File: src/rtl/seg_display_ctrl.sv
// Six-digit multiplexed seven-segment controller: shift-add-3 binary-to-BCD conversion,
// leading-zero blanking with sign placement, and a continuously running digit scan.
module seg_display_ctrl #(
  parameter int unsigned CLK_DIV = 50000
) (
  input  logic        clk,
  input  logic        rst_n,
  input  logic [19:0] data,
  input  logic [5:0]  point,
  input  logic        en,
  input  logic        sign,
  input  logic        load,
  output logic        busy,
  output logic [5:0]  seg_sel,
  output logic [7:0]  seg_led
);

  localparam logic [1:0] IDLE = 2'd0;
  localparam logic [1:0] CONV = 2'd1;
  localparam logic [1:0] DONE = 2'd2;

  localparam int unsigned DIV_W = (CLK_DIV > 1) ? $clog2(CLK_DIV) : 1;
  localparam logic [DIV_W-1:0] DIV_LAST = DIV_W'(CLK_DIV - 1);

  logic [1:0]       state_q, state_d;
  logic [4:0]       iter_q, iter_d;
  logic [19:0]      bin_q, bin_d;
  logic [23:0]      bcd_q, bcd_d;
  logic [23:0]      bcd_adj;
  logic [5:0]       sh_point_q, sh_point_d;
  logic             sh_sign_q, sh_sign_d;
  logic             sh_en_q, sh_en_d;
  logic [23:0]      disp_bcd_q, disp_bcd_d;
  logic [5:0]       disp_point_q, disp_point_d;
  logic             disp_sign_q, disp_sign_d;
  logic             disp_en_q, disp_en_d;
  logic [DIV_W-1:0] div_q, div_d;
  logic [2:0]       dig_q, dig_d;
  logic [5:0]       seg_sel_q, seg_sel_d;
  logic [7:0]       seg_led_q, seg_led_d;
  logic [2:0]       msd, pmax, lim;
  logic [3:0]       nib;

  function automatic logic [7:0] seg_code(input logic [3:0] d);
    case (d)
      4'd0:    seg_code = 8'hC0;
      4'd1:    seg_code = 8'hF9;
      4'd2:    seg_code = 8'hA4;
      4'd3:    seg_code = 8'hB0;
      4'd4:    seg_code = 8'h99;
      4'd5:    seg_code = 8'h92;
      4'd6:    seg_code = 8'h82;
      4'd7:    seg_code = 8'hF8;
      4'd8:    seg_code = 8'h80;
      4'd9:    seg_code = 8'h90;
      default: seg_code = 8'hFF;
    endcase
  endfunction

  always_comb begin
    for (int i = 0; i < 6; i++) begin
      bcd_adj[i*4 +: 4] = (bcd_q[i*4 +: 4] >= 4'd5) ? bcd_q[i*4 +: 4] + 4'd3 : bcd_q[i*4 +: 4];
    end
  end

  // Conversion FSM; display registers change only in DONE so the scan never sees partial results.
  always_comb begin
    state_d      = state_q;
    iter_d       = iter_q;
    bin_d        = bin_q;
    bcd_d        = bcd_q;
    sh_point_d   = sh_point_q;
    sh_sign_d    = sh_sign_q;
    sh_en_d      = sh_en_q;
    disp_bcd_d   = disp_bcd_q;
    disp_point_d = disp_point_q;
    disp_sign_d  = disp_sign_q;
    disp_en_d    = disp_en_q;
    case (state_q)
      IDLE: begin
        if (load) begin
          bin_d      = (data > 20'd999999) ? 20'd999999 : data;
          bcd_d      = '0;
          iter_d     = '0;
          sh_point_d = point;
          sh_sign_d  = sign;
          sh_en_d    = en;
          state_d    = CONV;
        end
      end
      CONV: begin
        {bcd_d, bin_d} = {bcd_adj[22:0], bin_q, 1'b0};
        iter_d         = iter_q + 5'd1;
        if (iter_q == 5'd19) state_d = DONE;
      end
      DONE: begin
        disp_bcd_d   = bcd_q;
        disp_point_d = sh_point_q;
        disp_sign_d  = sh_sign_q;
        disp_en_d    = sh_en_q;
        state_d      = IDLE;
      end
      default: state_d = IDLE;
    endcase
  end

  always_comb begin
    div_d = (div_q == DIV_LAST) ? '0 : div_q + 1'b1;
    dig_d = dig_q;
    if (div_q == DIV_LAST) dig_d = (dig_q == 3'd5) ? 3'd0 : dig_q + 3'd1;
  end

  // Blanking limit is the larger of the top nonzero digit and the top lit decimal point.
  always_comb begin
    msd  = 3'd0;
    pmax = 3'd0;
    nib  = 4'd0;
    for (int i = 0; i < 6; i++) begin
      if (disp_bcd_q[i*4 +: 4] != 4'd0) msd = 3'(i);
      if (disp_point_q[i]) pmax = 3'(i);
      if (dig_q == 3'(i)) nib = disp_bcd_q[i*4 +: 4];
    end
    lim = (msd > pmax) ? msd : pmax;
  end

  always_comb begin
    seg_sel_d = 6'b111111;
    seg_led_d = 8'hFF;
    if (disp_en_q) begin
      seg_sel_d = ~(6'b000001 << dig_q);
      if (dig_q > lim) begin
        seg_led_d = (disp_sign_q && dig_q == lim + 3'd1) ? 8'hBF : 8'hFF;
      end else begin
        seg_led_d = seg_code(nib) & (disp_point_q[dig_q] ? 8'h7F : 8'hFF);
      end
    end
  end

  always_ff @(posedge clk or negedge rst_n) begin
    if (!rst_n) begin
      state_q      <= IDLE;
      iter_q       <= '0;
      bin_q        <= '0;
      bcd_q        <= '0;
      sh_point_q   <= '0;
      sh_sign_q    <= 1'b0;
      sh_en_q      <= 1'b0;
      disp_bcd_q   <= '0;
      disp_point_q <= '0;
      disp_sign_q  <= 1'b0;
      disp_en_q    <= 1'b0;
      div_q        <= '0;
      dig_q        <= '0;
      seg_sel_q    <= 6'b111111;
      seg_led_q    <= 8'hFF;
    end else begin
      state_q      <= state_d;
      iter_q       <= iter_d;
      bin_q        <= bin_d;
      bcd_q        <= bcd_d;
      sh_point_q   <= sh_point_d;
      sh_sign_q    <= sh_sign_d;
      sh_en_q      <= sh_en_d;
      disp_bcd_q   <= disp_bcd_d;
      disp_point_q <= disp_point_d;
      disp_sign_q  <= disp_sign_d;
      disp_en_q    <= disp_en_d;
      div_q        <= div_d;
      dig_q        <= dig_d;
      seg_sel_q    <= seg_sel_d;
      seg_led_q    <= seg_led_d;
    end
  end

  assign busy    = (state_q != IDLE);
  assign seg_sel = seg_sel_q;
  assign seg_led = seg_led_q;

endmodule

File: config.mk
export PLATFORM = sky130hd
export DESIGN_NAME = seg_display_ctrl
export DESIGN_NICKNAME = d
export VERILOG_FILES = /design/src/rtl/seg_display_ctrl.sv
export SDC_FILE = /design/constraint.sdc
export NUM_CORES = 1
export LEC_CHECK = 0
export CAP_MARGIN = 20
export CORE_MARGIN = 2
export CORE_UTILIZATION = 55
export CTS_BUF_LIST = sky130_fd_sc_hd__clkbuf_8
export CTS_CLUSTER_SIZE = 12
export DETAILED_ROUTE_END_ITERATION = 6
export HOLD_SLACK_MARGIN = 0.05
export PLACE_DENSITY = 0.79
export SETUP_SLACK_MARGIN = 0.3
export SYNTH_ARGS = -nofsm -noshare
export SYNTH_HDL_FRONTEND = slang
export SYNTH_SLANG_ARGS = --single-unit
File: constraint.sdc
create_clock -name clk -period 3.25 [get_ports clk]
set_input_delay 0.325 -clock clk [delete_from_list [all_inputs] [get_ports clk]]
set_output_delay 0.325 -clock clk [all_outputs]
set_load 0.005 [all_outputs]
==> results of run 1 <==
-- sequential cells by signal, indices dropped and copies added (netlist names) --
signal	flops
bcd_q	24
disp_bcd_q	24
bin_q	20
div_q	16
seg_led	8
disp_point_q	6
seg_sel	6
sh_point_q	6
iter_q	5
dig_q	3
state_q	2
disp_en_q	1
disp_sign_q	1
sh_en_q	1
sh_sign_q	1
-- routing by layer --
metal | track usage | up-vias | wire, um
li1 | - | 2243 | -
met1 | 0.286 | 2326 | 5550
met2 | 0.365 | 129 | 6700
met3 | 0.0605 | 31 | 516
met4 | 0.127 | 0 | 338
met5 | 0 | - | 0
-- power by group through the flow --
stage          registers, uW  clock network [uW]  logic [uW]
2_1_floorplan           2200                   0        1170
3_3_place_gp            2270                   0        1450
3_5_place_dp            2290                   0        1540
4_1_cts                 2280                1170        1590
5_1_grt                 2340                1250        1890
6_report                2290                1150        1680
-- final timing paths --
kind,startpoint,endpoint,cells after the start
max,disp_bcd_q[16],seg_led[4],15
min,en,sh_en_q,3
max reg2reg,disp_bcd_q[16],seg_led[4],15
min reg2reg,sh_point_q[3],sh_point_q[3],2
max in group asynchronous,rst_n,disp_bcd_q[17],3
min in group asynchronous,rst_n,div_q[13],2
-- cell usage after synthesis, types with 3 or more instances --
library cell  number
a22oi_1           10
xnor2_1           14
a21oi_1           21
o31ai_1            7
nand3_1           26
o32ai_1            4
buf_2              4
ha_1              27
mux2_2            22
nor2b_1            9
nor2_1            33
nor3_1             6
nand4_1            4
nand2b_1          10
a31oi_1            4
clkbuf_1          18
dfrtp_1          110
inv_1             32
nand2_1           88
buf_1              3
o21ai_0           59
nor4_1             4
a222oi_1           7
and3_1             4
mux2i_1           11
a32o_1             6
xor2_1            13
dfstp_2           14
-- cells by family after synthesis --
family | count (synthesis)
flops | 124
mux | 34
compound gates | 135
simple gates | 199
buf+inv | 60
xor+xnor | 27
fa+ha+maj | 27
-- area by class of cell --
| cell class | instances | area, um2 |
|---|---|---|
| fillers | 828 | 3530 |
| repair buffers | 67 | 628 |
| flip-flops and latches | 124 | 3120 |
| clock buffers | 19 | 262 |
| clock inverters | 9 | 62.6 |
| multi-input cells | 422 | 2990 |
| well taps | 140 | 175 |
| inverters | 32 | 120 |
-- per-stage QoR --
| stage | std cells | setup TNS (ps) |
|---|---|---|
| finish | 813 | -31.5 |
| global route | 813 | -563 |
| CTS | 807 | 0 |
| detailed placement | 772 | -191 |
| global placement | 772 | 0 |
| floorplan | 606 | 0 |
-- worst max-delay path: cells and delay by family (launching register included) --
family | cells | cell delay, ps
AO/OA/AOI/OAI | 8 | 1380
flip-flops | 1 | 430
AND/OR/NAND/NOR | 5 | 890
adder cells (fa/ha/maj) | 2 | 500
-- what timing repair did --
| action | 4_1_cts | 5_1_grt |
|---|---|---|
| gates resized for setup | 12 | 20 |
| endpoints found under the setup margin | 8 | 8 |
| buffers inserted | 6 | 6 |
| gates cloned | 0 | 0 |
| pin swaps | 11 | 13 |
| hold endpoints to repair | 56 | 0 |
| hold buffers | 1 | 0 |
-- cell usage in the layout (no fill, tap or decap), types with 10 or more instances in the layout --
cell             netlist  layout
a21oi_1               21      18
a22oi_1               10      10
buf_4                  1      21
clkbuf_8               0      19
clkdlybuf4s50_1        0      44
dfrtp_1              110     109
dfstp_2               14      14
ha_1                  27      23
inv_1                 32      38
mux2_2                22      22
mux2i_1               11      10
nand2_1               88      86
nand3_1               26      26
nor2_1                33      33
o21ai_0               59      53
xnor2_1               14      14
xor2_1                13      13
==> results by group, run 1 <==
Logic synthesis
  • Post-Synthesis Net Count: 664
  • Syn Std Cell Area: between 0.006 and 0.007 mm2
  • Number of register bits inferred by synthesis: between 100 and 150
  • Xor/xnor cell area share of the yosys netlist: 0.0384
  • Unique masters post-synth: 59
  • Largest cells by area after synthesis: dfrtp_1 45%, dfstp_2 6.0%, ha_1 5.5%
  • Sequential cell area fraction in the yosys report: 0.507
  • Main combinational cell family by area after synthesis: simple AND/OR/NAND/NOR gates
  • Post-Syn Instances: 606
  • Proportion of synthesized area in mux cells: 0.0618
  • Post-synthesis share of cell area spent on and, or, nand and nor gates: 0.152
  • Post-synth EDFFs: 0
  • Largest area contributor in the netlist: dfrtp_1
  • Asr flop ratio synth: 1.00
  • Commonest register cell after synthesis: dfrtp_1
  • Synth Area in Adders: 0.0549
  • Mean Syn Cell Area: slightly above 10 um2
  • Compound-gate portion of the synthesized area: 0.145
  • Area share of the largest cell type after synthesis: 0.447
  • Count of synthesis-stage warnings from yosys: 0

Route
  • Remaining DRCs: 1
  • Vias per cell: 5.82
  • Total Wirelength: 13.1 mm
  • Initial DRC Count: 424
  • Number of detailed-route iterations in the first pass: 7
  • Post-route ant nets: 0
  • Vias: approximately 4700
  • Average routed wire per standard cell: about 16 um

CTS
  • Worst-Skew Late Latency: about 440 ps
  • Post-CTS clock slew at the launch and capture registers of the worst setup and hold paths: about 70 ps
  • Clock Sink Count: about 120
  • H-tree depth: 4
  • Master cell of the clock root buffer: clkbuf_8
  • TritonCTS Buffers: 17
  • Maximum clock path buffer count: 2
  • CTS tree: done

Floorplan
  • Number of placed I/O pins: between 40 and 50
  • Die Ht: roughly 110 um
  • Core footprint: roughly 0.011 mm2
  • Row cnt: 38
  • Initial core utilization: 0.566
  • DIE AREA: approximately 0.012 mm2
  • Die width: ~110 um

STA
  • Setup violators final: 1
  • Final slew viol count: 0
  • Min cycle time layout: 3280 ps
  • Setup skew after layout: between 7 and 8 ps
  • Post-route worst hold slack: about 410 ps
  • Final period util: 1.01
  • Setup repair after global routing missed its margin: yes
  • Upper clock frequency limit: about 0.30 GHz
  • Final Hold Viols: 0
  • Worst slew slack as a fraction of its limit: 0.421
  • Pin slew with the least headroom to its limit: around 870 ps
  • Final Worst Setup Slack: -31.5 ps

Status
  • Result of the run: finished with violations
  • Failing checks: design-rule violations, negative setup slack

Finish
  • Count of antenna diodes in the layout: 0
  • Growth of design area from synthesis to finish: 19.4%
  • Number of nets in the layout: 722
  • Fraction of final layout cells with drive strength greater than 1: 0.175
  • Post-layout utilization of the core: 0.675
  • Total non-filler cell area in the finished layout: around 0.0074 mm2

Worst setup path
  • Data required time at the worst endpoint: 3610 ps
  • Nature of the critical path endpoint: register
  • Data arrival time of the critical path: approximately 3600 ps
  • Stage delay of the slowest cell on the critical path: approximately 430 ps
  • Most used cell along the critical path: ha_4
  • CP max stage cell: dfrtp_1
  • Crit-path cells: nor4_4, nand2_2, a21oi_4, ha_4, a21o_1, a21oi_2, a31oi_4, o21a_1, ha_4, nor2b_4, o21ai_2, a32oi_2, nand2b_4, nor3_2, a31oi_1
  • Element type at the critical path start: register
  • Internal reg-to-reg setup slack: -30 ps
  • Critical setup path kind: reg2reg
  • Crit-path max FO: 5

Flow run
  • Max-cap violations: 0

Place
  • Port Buffers: 45
  • Gpl congestion: a little over 0.9
  • Final HPWL DP: about 8.5 mm
  • Placement Setup Slack: -52.0 ps
  • Area after detailed placement: 0.00677 mm2

Power and ir drop
  • Highest ir drop seen on vdd: approximately 0.00044 V
  • Internal Dissipation: 3330 uW
  • Share of power burned in registers: 0.448
  • Power density of the placed cells: roughly 700 mW/mm2
  • Fraction of power spent switching nets: 0.350
  • Cell leakage power: approximately 0.0033 uW
  • Switching power summed over all nets: 1790 uW
  • Overall Power: 5120 uW
  • Power share of the combinational group: 0.328
  • Fraction of power consumed by the clock network: 0.224

Global route
  • Pin count of the biggest net entering global routing: 72
  • Total routing resource utilization after global routing: 0.230
  • Wire length of the first global-routing pass: 21.5 mm
  • Number of antenna violations at the first check in global routing: 0
  • Vias in the first global route: roughly 4700
  • Gr ovfl total: 0

Worst hold path
  • Min-Delay Path Class: in2reg
Power figures use the tool's default switching activity.
==> run 2: changes to the inputs <==
CORE_UTILIZATION = 61   (was 55)
PLACE_DENSITY = 0.83   (was 0.79)
RECOVER_POWER = 50   (was unset)
SKIP_CTS_REPAIR_TIMING = 1   (was unset)
clock period = 3.1 ns   (was 3.25 ns; I/O delays follow)
==> run 2 against run 1 <==
The run ends with max-capacitance violations, max-slew violations, negative setup slack left. First-iteration DRC count increased by 5.7%. Register-to-register slack got worse by 280 ps. Die area shrank 9.5%. Sequential share of layout area is 0.59 points lower. Worst setup slack got worse by 280 ps. Critical path depth rose by 3. Critical path type unchanged.
==> results by group, run 2 (synthesis gave the netlist of run 1 again) <==
Power and ir drop
  • Power density of the placed cells: about 790 mW/mm2
  • Highest ir drop seen on vdd: ~0.00057 V
  • Cell leakage power: 0.00328 uW

Worst setup path
  • CP max stage cell: dfrtp_1
  • Data arrival time of the critical path: ~3800 ps
  • Number of buffers and inverters on the critical path: 1
  • Crit Reg-Reg Startpoint: disp_bcd_q[8]
  • Stage delay of the slowest cell on the critical path: ~440 ps
  • Internal reg-to-reg setup slack: -310 ps
  • Crit-path cells: nor4_4, o41ai_4, nand2_1, a21boi_2, ha_2, inv_2, a21o_1, a21oi_4, a31oi_4, nand2_2, o21a_1, ha_4, nor2b_1, o21ai_1, a32oi_2, nand2b_4, nor3_2, a31oi_1
  • Delay-heaviest family, CP: compound AO/OA/AOI/OAI gates
  • Worst-case reg-to-reg path depth: 18
  • Nature of the critical path endpoint: register
  • Worst setup path start: disp_bcd_q[8]
  • Element type at the critical path start: register
  • Data required time at the worst endpoint: approximately 3500 ps
  • Crit-path max FO: 5
  • End of the worst register-to-register path: seg_led[4]
  • Critical setup path kind: reg2reg

CTS
  • Clock Sink Count: 124
  • Master cell of the clock root buffer: clkbuf_8
  • Post-CTS clock slew at the launch and capture registers of the worst setup and hold paths: roughly 70 ps
  • TritonCTS Buffers: 17
  • Worst-Skew Late Latency: around 450 ps
  • CTS tree: done
  • Maximum clock path buffer count: 2
  • H-tree depth: 4

Finish
  • Growth of design area from synthesis to finish: 21.0%
  • Largest registers: bcd_q: 24 flops, disp_bcd_q: 24 flops, bin_q: 20 flops
  • Most common library cell in the layout ignoring fill and taps: dfrtp_1
  • Total non-filler cell area in the finished layout: around 0.0075 mm2
  • Fraction of final layout cells with drive strength greater than 1: 0.177
  • Non-filler cells in the finished layout: 805
  • Count of antenna diodes in the layout: 0
  • Most frequent cells in the layout: 110 x dfrtp_1, 86 x nand2_1, 54 x o21ai_0
  • Number of nets in the layout: about 720

Status
  • Result of the run: finished with violations
  • Failing checks: max-capacitance violations, max-slew violations, negative setup slack

Floorplan
  • Die Ht: 104 um
  • Core footprint: 0.00977 mm2
  • Row cnt: 36
  • Number of placed I/O pins: 46
  • Initial core utilization: 0.630
  • Die width: approximately 100 um
  • DIE AREA: between 0.01 and 0.015 mm2

STA
  • Final Worst Setup Slack: -312 ps
  • Final Hold Viols: 0
  • Worst slew slack as a fraction of its limit: -0.159
  • Final period util: 1.10
  • Upper clock frequency limit: ~0.3 GHz
  • Setup repair after global routing missed its margin: yes
  • Min cycle time layout: between 3000 and 4000 ps
  • Final slew viol count: 72
  • Setup total negative slack: -2160 ps
  • Pin slew with the least headroom to its limit: approximately 1700 ps
  • Setup violators final: 8
  • Setup skew after layout: a little over 10 ps

Global route
  • Gr ovfl total: 0
  • Vias in the first global route: roughly 4800
  • Pin count of the biggest net entering global routing: 72
  • Total routing resource utilization after global routing: 0.268
  • Number of antenna violations at the first check in global routing: 0
  • Wire length of the first global-routing pass: 23.1 mm

Flow run
  • Max-cap violations: 1

Route
  • Total Wirelength: between 10 and 15 mm
  • Average routed wire per standard cell: 18.4 um
  • Remaining DRCs: 0
  • Number of detailed-route iterations in the first pass: 5
  • Vias per cell: slightly above 6
  • Initial DRC Count: between 400 and 500
  • Post-route ant nets: 0
  • Vias: 4904

Place
  • Port Buffers: 45
  • Placed cell count: ~770
  • Gpl congestion: just under 0.9
  • Area after detailed placement: 0.00683 mm2
  • Final HPWL DP: roughly 8.9 mm

Worst hold path
  • Min-Delay Path Class: in2async
## run 2: changes by cell type in the layout (fill, tap and decap cells not counted), moves of 2 or more
cell	before	now
inv_1	38	32
clkbuf_2	0	2
bufinv_16	1	4
buf_4	21	15
o21ai_2	2	0
clkbuf_8	19	25
## run 2: metrics by stage
step	hold WS (ps)	setup WS [ps]	util	total power, uW
2_1_floorplan	14.4	223	-	3550
3_3_place_gp	457	16.2	0.698	3920
3_5_place_dp	466	-182	0.698	4060
4_1_cts	0.229	-347	0.747	5730
5_1_grt	402	-500	0.763	6240
6_report	314	-312	0.763	5880
## run 2: area by class of cell
class,count,area (um2)
fillers,594,2320
clock buffers,25,344
inverters,32,120
flip-flops and latches,124,3120
clock inverters,6,129
repair buffers,63,578
well taps,133,166
multi-input cells,422,3000
## run 2: metal layers
metal  up-vias  share of wire  track usage
li1       2239              -            -
met1      2400           0.39        0.331
met2       206           0.51        0.449
met3        59          0.054       0.0739
met4         0          0.041        0.105
met5         -              0            0
## run 2: how the worst max path moves through the flow
stage / end / cells past startpoint
floorplan: seg_led[0] / 15
global placement: seg_led[4] / 16
detailed placement: seg_led[4] / 16
CTS: seg_led[4] / 14
global route: seg_led[6] / 15
finish: seg_led[4] / 18
## run 2: report_power, final
part           total (uW)  switching [uW]  internal, uW
Combinational        1800            1010           796
Clock                1660             615          1040
Sequential           2420             374          2050
Total                5880            2000          3880
